$ cat src/rtl/traffic_light_ctrl_pkg.sv
// ----------------------------------------------------------------------------
// traffic_pkg
//   Shared definitions for the two-road intersection controller.
//   - Light encoding constants driven on ns_light / ew_light.
//   - 3-bit controller state enum; its code is also exported on `phase`.
//   - Helper deciding in which states a pedestrian request may be latched.
// ----------------------------------------------------------------------------
package traffic_pkg;

    localparam logic [1:0] RED    = 2'd0;
    localparam logic [1:0] GREEN  = 2'd1;
    localparam logic [1:0] YELLOW = 2'd2;
    localparam logic [1:0] OFF    = 2'd3;

    typedef enum logic [2:0] {
        NS_GRN = 3'd0,
        NS_YEL = 3'd1,
        CLR_A  = 3'd2,
        EW_GRN = 3'd3,
        EW_YEL = 3'd4,
        CLR_B  = 3'd5,
        PED    = 3'd6,
        FLASH  = 3'd7
    } state_e;

    // A button press is remembered everywhere except while it is being
    // served (PED) or while the intersection is in maintenance (FLASH).
    function automatic logic ped_can_latch(input state_e s);
        return (s != PED) && (s != FLASH);
    endfunction

endpackage

$ cat src/rtl/traffic_light_ctrl_if.sv
// ----------------------------------------------------------------------------
// traffic_light_ctrl_if
//   Groups the controller's functional signals.
//   Inputs to the controller : tick, ped_req, maint
//   Outputs of the controller: ns_light[1:0], ew_light[1:0], ped_walk,
//                              ped_pending, phase[2:0]
//   master = environment driving the controller, slave = the controller.
// ----------------------------------------------------------------------------
interface traffic_light_ctrl_if;

    logic       tick;
    logic       ped_req;
    logic       maint;
    logic [1:0] ns_light;
    logic [1:0] ew_light;
    logic       ped_walk;
    logic       ped_pending;
    logic [2:0] phase;

    modport master (
        output tick, ped_req, maint,
        input  ns_light, ew_light, ped_walk, ped_pending, phase
    );

    modport slave (
        input  tick, ped_req, maint,
        output ns_light, ew_light, ped_walk, ped_pending, phase
    );

endinterface

$ cat src/rtl/traffic_light_ctrl_phase_timer.sv
// ----------------------------------------------------------------------------
// phase_timer
//   Loadable down-counter timing one controller phase.
//   clk        : clock
//   load_i     : load load_val_i this cycle (wins over tick_i)
//   load_val_i : value to load (phase duration - 1)
//   tick_i     : advance strobe; decrements while count is nonzero
//   done_o     : count is zero and tick_i is high -> phase expires now
// The counter carries no reset of its own; the controller loads it on reset.
// ----------------------------------------------------------------------------
module phase_timer #(
    parameter int CNT_W = 8
) (
    input  logic             clk,
    input  logic             load_i,
    input  logic [CNT_W-1:0] load_val_i,
    input  logic             tick_i,
    output logic             done_o
);

    logic [CNT_W-1:0] cnt_q;
    logic [CNT_W-1:0] cnt_d;

    always_comb begin
        cnt_d = cnt_q;
        if (load_i) begin
            cnt_d = load_val_i;
        end else if (tick_i && (cnt_q != '0)) begin
            cnt_d = cnt_q - CNT_W'(1);
        end
    end

    always_ff @(posedge clk) begin
        cnt_q <= cnt_d;
    end

    assign done_o = tick_i && (cnt_q == '0);

endmodule

$ cat src/rtl/traffic_light_ctrl.sv
// ----------------------------------------------------------------------------
// traffic_light_ctrl
//   Two-road (NS/EW) intersection sequencer with all-red clearances, a
//   latched pedestrian walk phase and a maintenance flashing-yellow mode.
//   clk  : clock
//   rst  : synchronous, active-high reset (state CLR_B, timer CLR_CYC-1)
//   bus  : traffic_light_ctrl_if.slave
//            tick        phase-timer advance strobe
//            ped_req     pedestrian button (pulse or level)
//            maint       maintenance flash while high
//            ns_light    NS lamp (0 RED, 1 GREEN, 2 YELLOW, 3 OFF)
//            ew_light    EW lamp, same encoding
//            ped_walk    walk lamp, high only in PED
//            ped_pending request latched and not yet served
//            phase       current state code
//   All outputs decode from registered state only.
// ----------------------------------------------------------------------------
module traffic_light_ctrl
    import traffic_pkg::*;
#(
    parameter int CNT_W      = 8,
    parameter int GREEN_CYC  = 10,
    parameter int YELLOW_CYC = 3,
    parameter int CLR_CYC    = 2,
    parameter int PED_CYC    = 6,
    parameter int FLASH_CYC  = 4
) (
    input  logic                 clk,
    input  logic                 rst,
    traffic_light_ctrl_if.slave  bus
);

    localparam logic [CNT_W-1:0] GREEN_LD  = CNT_W'(GREEN_CYC - 1);
    localparam logic [CNT_W-1:0] YELLOW_LD = CNT_W'(YELLOW_CYC - 1);
    localparam logic [CNT_W-1:0] CLR_LD    = CNT_W'(CLR_CYC - 1);
    localparam logic [CNT_W-1:0] PED_LD    = CNT_W'(PED_CYC - 1);
    localparam logic [CNT_W-1:0] FLASH_LD  = CNT_W'(FLASH_CYC - 1);

    // Timer preload for the state being entered.
    function automatic logic [CNT_W-1:0] load_for(input state_e s);
        logic [CNT_W-1:0] v;
        case (s)
            NS_GRN, EW_GRN: v = GREEN_LD;
            NS_YEL, EW_YEL: v = YELLOW_LD;
            CLR_A, CLR_B:   v = CLR_LD;
            PED:            v = PED_LD;
            FLASH:          v = FLASH_LD;
            default:        v = CLR_LD;
        endcase
        return v;
    endfunction

    state_e           state_q, state_d;
    logic             pend_q, pend_d;
    logic             next_ew_q, next_ew_d;   // PED exits to EW_GRN when set
    logic             flash_off_q, flash_off_d;
    logic             flash_flip;
    logic             tmr_load;
    logic [CNT_W-1:0] tmr_load_val;
    logic             tmr_done;

    phase_timer #(
        .CNT_W (CNT_W)
    ) u_timer (
        .clk        (clk),
        .load_i     (tmr_load),
        .load_val_i (tmr_load_val),
        .tick_i     (bus.tick),
        .done_o     (tmr_done)
    );

    // Next-state, pending latch and timer control.
    always_comb begin
        state_d     = state_q;
        next_ew_d   = next_ew_q;
        flash_off_d = flash_off_q;
        pend_d      = pend_q;
        flash_flip  = 1'b0;

        if (bus.maint) begin
            // Maintenance overrides the sequence immediately, tick or not.
            state_d = FLASH;
            if ((state_q == FLASH) && tmr_done) begin
                flash_flip  = 1'b1;
                flash_off_d = ~flash_off_q;
            end
        end else begin
            case (state_q)
                NS_GRN: if (tmr_done) state_d = NS_YEL;
                NS_YEL: if (tmr_done) state_d = CLR_A;
                CLR_A: begin
                    if (tmr_done) begin
                        if (pend_q) begin
                            state_d   = PED;
                            next_ew_d = 1'b1;
                        end else begin
                            state_d = EW_GRN;
                        end
                    end
                end
                EW_GRN: if (tmr_done) state_d = EW_YEL;
                EW_YEL: if (tmr_done) state_d = CLR_B;
                CLR_B: begin
                    if (tmr_done) begin
                        if (pend_q) begin
                            state_d   = PED;
                            next_ew_d = 1'b0;
                        end else begin
                            state_d = NS_GRN;
                        end
                    end
                end
                PED: if (tmr_done) state_d = next_ew_q ? EW_GRN : NS_GRN;
                // maint just fell: leave through a clearance interval.
                FLASH:   state_d = CLR_B;
                default: state_d = CLR_B;
            endcase
        end

        // Flash always restarts on the YELLOW half.
        if (state_d != FLASH) begin
            flash_off_d = 1'b0;
        end

        // Entering PED consumes the request; a press on that same cycle
        // is part of the request being served and is dropped.
        if (bus.maint) begin
            pend_d = 1'b0;
        end else if ((state_d == PED) && (state_q != PED)) begin
            pend_d = 1'b0;
        end else if (bus.ped_req && ped_can_latch(state_q)) begin
            pend_d = 1'b1;
        end

        tmr_load = rst || (state_d != state_q) || flash_flip;
        if (rst) begin
            tmr_load_val = CLR_LD;
        end else if (flash_flip) begin
            tmr_load_val = FLASH_LD;
        end else begin
            tmr_load_val = load_for(state_d);
        end
    end

    always_ff @(posedge clk) begin
        if (rst) begin
            state_q     <= CLR_B;
            pend_q      <= 1'b0;
            next_ew_q   <= 1'b0;
            flash_off_q <= 1'b0;
        end else begin
            state_q     <= state_d;
            pend_q      <= pend_d;
            next_ew_q   <= next_ew_d;
            flash_off_q <= flash_off_d;
        end
    end

    // Output decode from registered state only.
    always_comb begin
        bus.ns_light = RED;
        bus.ew_light = RED;
        case (state_q)
            NS_GRN: bus.ns_light = GREEN;
            NS_YEL: bus.ns_light = YELLOW;
            EW_GRN: bus.ew_light = GREEN;
            EW_YEL: bus.ew_light = YELLOW;
            FLASH: begin
                bus.ns_light = flash_off_q ? OFF : YELLOW;
                bus.ew_light = flash_off_q ? OFF : YELLOW;
            end
            default: begin
                bus.ns_light = RED;
                bus.ew_light = RED;
            end
        endcase
        bus.ped_walk    = (state_q == PED);
        bus.ped_pending = pend_q;
        bus.phase       = state_q;
    end

    // Conflicting greens/yellows are only tolerated in maintenance flash.
    a_no_conflict : assert property (
        @(posedge clk) disable iff (rst)
        (state_q != FLASH) |-> ((bus.ns_light == RED) || (bus.ew_light == RED))
    );

endmodule

$ cat src/flat_wrapper.sv
// flat-port wrapper written by rule: the top's interface ports become plain ports
module traffic_light_ctrl_flat import traffic_pkg::*;
#(
    parameter int CNT_W      = 8,
    parameter int GREEN_CYC  = 10,
    parameter int YELLOW_CYC = 3,
    parameter int CLR_CYC    = 2,
    parameter int PED_CYC    = 6,
    parameter int FLASH_CYC  = 4
)
  (clk, rst, bus_tick, bus_ped_req, bus_maint, bus_ns_light, bus_ew_light, bus_ped_walk, bus_ped_pending, bus_phase);
  traffic_light_ctrl_if bus_i ();
  input  logic clk;
  input  logic rst;
  input wire logic [$bits(bus_i.tick)-1:0] bus_tick;
  input wire logic [$bits(bus_i.ped_req)-1:0] bus_ped_req;
  input wire logic [$bits(bus_i.maint)-1:0] bus_maint;
  output wire logic [$bits(bus_i.ns_light)-1:0] bus_ns_light;
  output wire logic [$bits(bus_i.ew_light)-1:0] bus_ew_light;
  output wire logic [$bits(bus_i.ped_walk)-1:0] bus_ped_walk;
  output wire logic [$bits(bus_i.ped_pending)-1:0] bus_ped_pending;
  output wire logic [$bits(bus_i.phase)-1:0] bus_phase;
  assign bus_i.tick = bus_tick;
  assign bus_i.ped_req = bus_ped_req;
  assign bus_i.maint = bus_maint;
  assign bus_ns_light = bus_i.ns_light;
  assign bus_ew_light = bus_i.ew_light;
  assign bus_ped_walk = bus_i.ped_walk;
  assign bus_ped_pending = bus_i.ped_pending;
  assign bus_phase = bus_i.phase;
  traffic_light_ctrl #(.CNT_W(CNT_W), .GREEN_CYC(GREEN_CYC), .YELLOW_CYC(YELLOW_CYC), .CLR_CYC(CLR_CYC), .PED_CYC(PED_CYC), .FLASH_CYC(FLASH_CYC)) u_core (.clk(clk), .rst(rst), .bus(bus_i));
endmodule
$ cat config.mk
export PLATFORM = sky130hd
export DESIGN_NAME = traffic_light_ctrl_flat
export DESIGN_NICKNAME = d
export VERILOG_FILES = /design/src/rtl/traffic_light_ctrl_pkg.sv /design/src/rtl/traffic_light_ctrl_if.sv /design/src/rtl/traffic_light_ctrl_phase_timer.sv /design/src/rtl/traffic_light_ctrl.sv /design/src/flat_wrapper.sv
export SDC_FILE = /design/constraint.sdc
export NUM_CORES = 1
export LEC_CHECK = 0
export CORE_MARGIN = 2
export CORE_UTILIZATION = 59
export CTS_CLUSTER_SIZE = 28
export DETAILED_ROUTE_END_ITERATION = 10
export PLACE_DENSITY = 0.95
export REMOVE_ABC_BUFFERS = 1
export SYNTH_ARGS = -nofsm -noshare
export SYNTH_HDL_FRONTEND = slang
export SYNTH_SLANG_ARGS = --single-unit
$ cat constraint.sdc
create_clock -name clk -period 7.86 [get_ports clk]
set_clock_uncertainty 0.05 [all_clocks]
set_input_delay 0.786 -clock clk [delete_from_list [all_inputs] [get_ports clk]]
set_output_delay 0.786 -clock clk [all_outputs]
set_load 0.005 [all_outputs]
==> impl_metrics.ini <==
[die]
start_util_pct = 61.4
core_area_um2 = 1940
num_io_pins = 14
die_area_um2 = 2400
row_count = 16
die_w_um = 49.0
die_h_um = 49.0

[logic_synthesis]
netlist_area_um2 = 1190
synth_edf_count = 8
synth_seq_cells = 14
yosysSeqAreaShare_pct = 30.2
synth_cell_types = 46
yosys.area.top_type = edfxtp_1
synth_area_leaders = edfxtp_1 20%, dfxtp_1 10%, ha_1 7.3%
postSynthAreaPerCell_um2 = 8.77
synthCells = 136
ys_warn_count = 0
synth_top_flop_cell = edfxtp_1
netlist.area_leader.share_pct = 20.1
async_flop_share_pct = 0

[global_routing]
grt_pass1_wl_um = 4290
track_usage_pct = 23.3
grt_pass1_vias = 926
grt_overflow = 0
antenna_found_initial = 0
grt_max_degree = 22

[critical_path]
cp.required_ns = 7.86
reg2reg_to = u_core.u_timer.cnt_q[1]
reg2reg_from = u_core.u_timer.cnt_q[4]
crit_path_max_incr_delay_ns = 0.63
startpoint = bus_tick
cp-start-kind = input pin
end_kind = flip-flop
cp_max_fo = 10
reg2reg_setup_slack_ns = 4.42
crit_type = in2reg
crit_top_cell = nand2_1
worstPathArrival_ns = 3.73
crit_slowest_cell = a221oi_1
path_cells = clkdlybuf4s50_1, nor4bb_1, buf_4, nand2_1, o2bb2ai_1, a221oi_1, inv_1, ha_1, nand2_1, mux2_4, a31o_1
reg2reg_depth = 9

[pwr]
clockPowerShare_pct = 22.5
switching_share_pct = 32.7
seq_power_share_pct = 50.5
ir_worst_vdd_v = 0.0000810
intPower_mw = 0.127
leakage_nw = 0.489
p_per_area_nw_per_um2 = 142
combPwrFrac_pct = 27.1
p_sw_mw = 0.0618

[place]
gp_congestion = 0.902
port_buffers = 13
dp_hpwl_um = 1890

[sta]
worst_pin_slew_ns = 0.658
hold_viol_final = 0
slew_viol_final = 0
finalCritPeriodShare_pct = 47.4
slew_headroom_pct = 56.0
rsz0062_at_grt = false
setup_viol = 0
period_needed_ns = 3.73
finalSetupTns_ns = 0
timing.fmax_mhz = 268

[clock_network]
cts_setup_buffers = 0
cts_tree = built
cts-resized-gates = 0
htree_levels = 1
hold_buffers = 0
clkTransAtPathRegs_ns = 0.09
cts-root-buf = clkbuf_4
clkLatencyLatePin_ns = 0.28
numCtsBuffers = 3
cts_buffer_depth = 2
clock_sinks = 14

[routing]
initialDrtViolationCount = 38
drt-total-wl_um = 2610
vias_per_cell = 6.22
wl_per_cell_um = 15.3
dr.pass1.iters = 4
num_vias = 1063
remaining_drc_errors = 0
postRouteAntennaNets = 0

[layout]
n_antenna_cell = 0
layout.nets = 157
final_cell_mix = 13 x nand2_1, 13 x clkdlybuf4s50_1, 10 x nor2_1
fillers = 153
layout-drive-gt1-share_pct = 8.33
final_util_pct = 68.4
area_growth_pct = 11.3

[run_status]
status = complete, no violations

[hold_path]
min-delay-start = u_core.next_ew_q
hp-class = reg2reg
holdPathStages = 2
worstHoldEndpoint = u_core.next_ew_q

[run]
max-cap-violations = 0
logic make-up after synthesis:
logic type	Yosys count	share of synthesized area (%)
and+or+nand+nor	54	25.7
xor gates and xnor gates	6	4.41
DFF	14	30.2
AOI/OAI and AO/OA	33	20.3
adders and majority gates	7	7.34
muxes	4	4.30
buffers and inverters	18	7.76
layer usage:
metal  share of wire (%)  track usage [%]
met4                 1.4             11.0
met2                  49             37.2
met5                   0                0
met1                  44             31.4
met3                 5.6             3.07
how the worst max path moves through the flow:
stage / endpoint / slack, ns / cells after the start
finish: u_core.u_timer.cnt_q[1] / 4.13 / 11
global route: u_core.u_timer.cnt_q[1] / 3.91 / 11
CTS: u_core.u_timer.cnt_q[1] / 4.15 / 11
detailed placement: u_core.u_timer.cnt_q[1] / 3.87 / 11
global placement: u_core.u_timer.cnt_q[1] / 4.03 / 11
floorplan: u_core.u_timer.cnt_q[1] / 4.03 / 9
power groups by stage:
stage	Sequential, mW	Combinational [mW]	Clock (mW)
6_report	0.0953	0.0511	0.0424
5_1_grt	0.0964	0.0571	0.0472
4_1_cts	0.0951	0.0506	0.0434
3_5_place_dp	0.0968	0.0500	0
3_3_place_gp	0.0963	0.0476	0
2_1_floorplan	0.0948	0.0359	0
worst max-delay path: cells and delay by family:
kind / cells / cell delay [ns]
fa+ha+maj: 1 / 0.34
simple gates: 3 / 0.45
compound gates: 3 / 1.04
buf+inv: 3 / 0.86
mux: 1 / 0.25
synth_stat cells, types with 4 or more instances:
master,number
nand2_1,13
inv_1,8
o21ai_0,6
ha_1,7
a21oi_1,6
nand3_1,5
nor2_1,10
nor2b_1,6
xnor2_1,4
nand4_1,4
edfxtp_1,8
dfxtp_1,6
state kept, by name, summed over array words and instances, names as in the netlist:
name                    flops
u_core.bus.phase            3
u_core.flash_off_q          1
u_core.u_timer.cnt_q        8
u_core.bus.ped_pending      1
u_core.next_ew_q            1
metrics by stage:
step	total power [mW]	hold slack (ns)	setup WS [ns]	instances	instance area, um2
final	0.189	0.491	4.13	171	1330
after global routing	0.201	0.503	3.91	171	1330
after CTS	0.189	0.473	4.15	171	1330
after detailed placement	0.147	0.461	3.87	167	1300
after global placement	0.144	0.427	4.03	167	1300
after floorplan	0.131	0.407	4.03	126	1130
area by class of cell:
| class | instances | area, um2 | area share, % |
|---|---|---|---|
| clock inverter | 1 | 3.75 | 0.283 |
| timing repair buffer | 14 | 138 | 10.4 |
| inverter | 8 | 30.0 | 2.26 |
| sequential | 14 | 360 | 27.1 |
| multi-input combinational | 104 | 739 | 55.7 |
| tap | 27 | 33.8 | 2.54 |
| clock buffer | 3 | 22.5 | 1.70 |
Power figures use the tool's default switching activity.
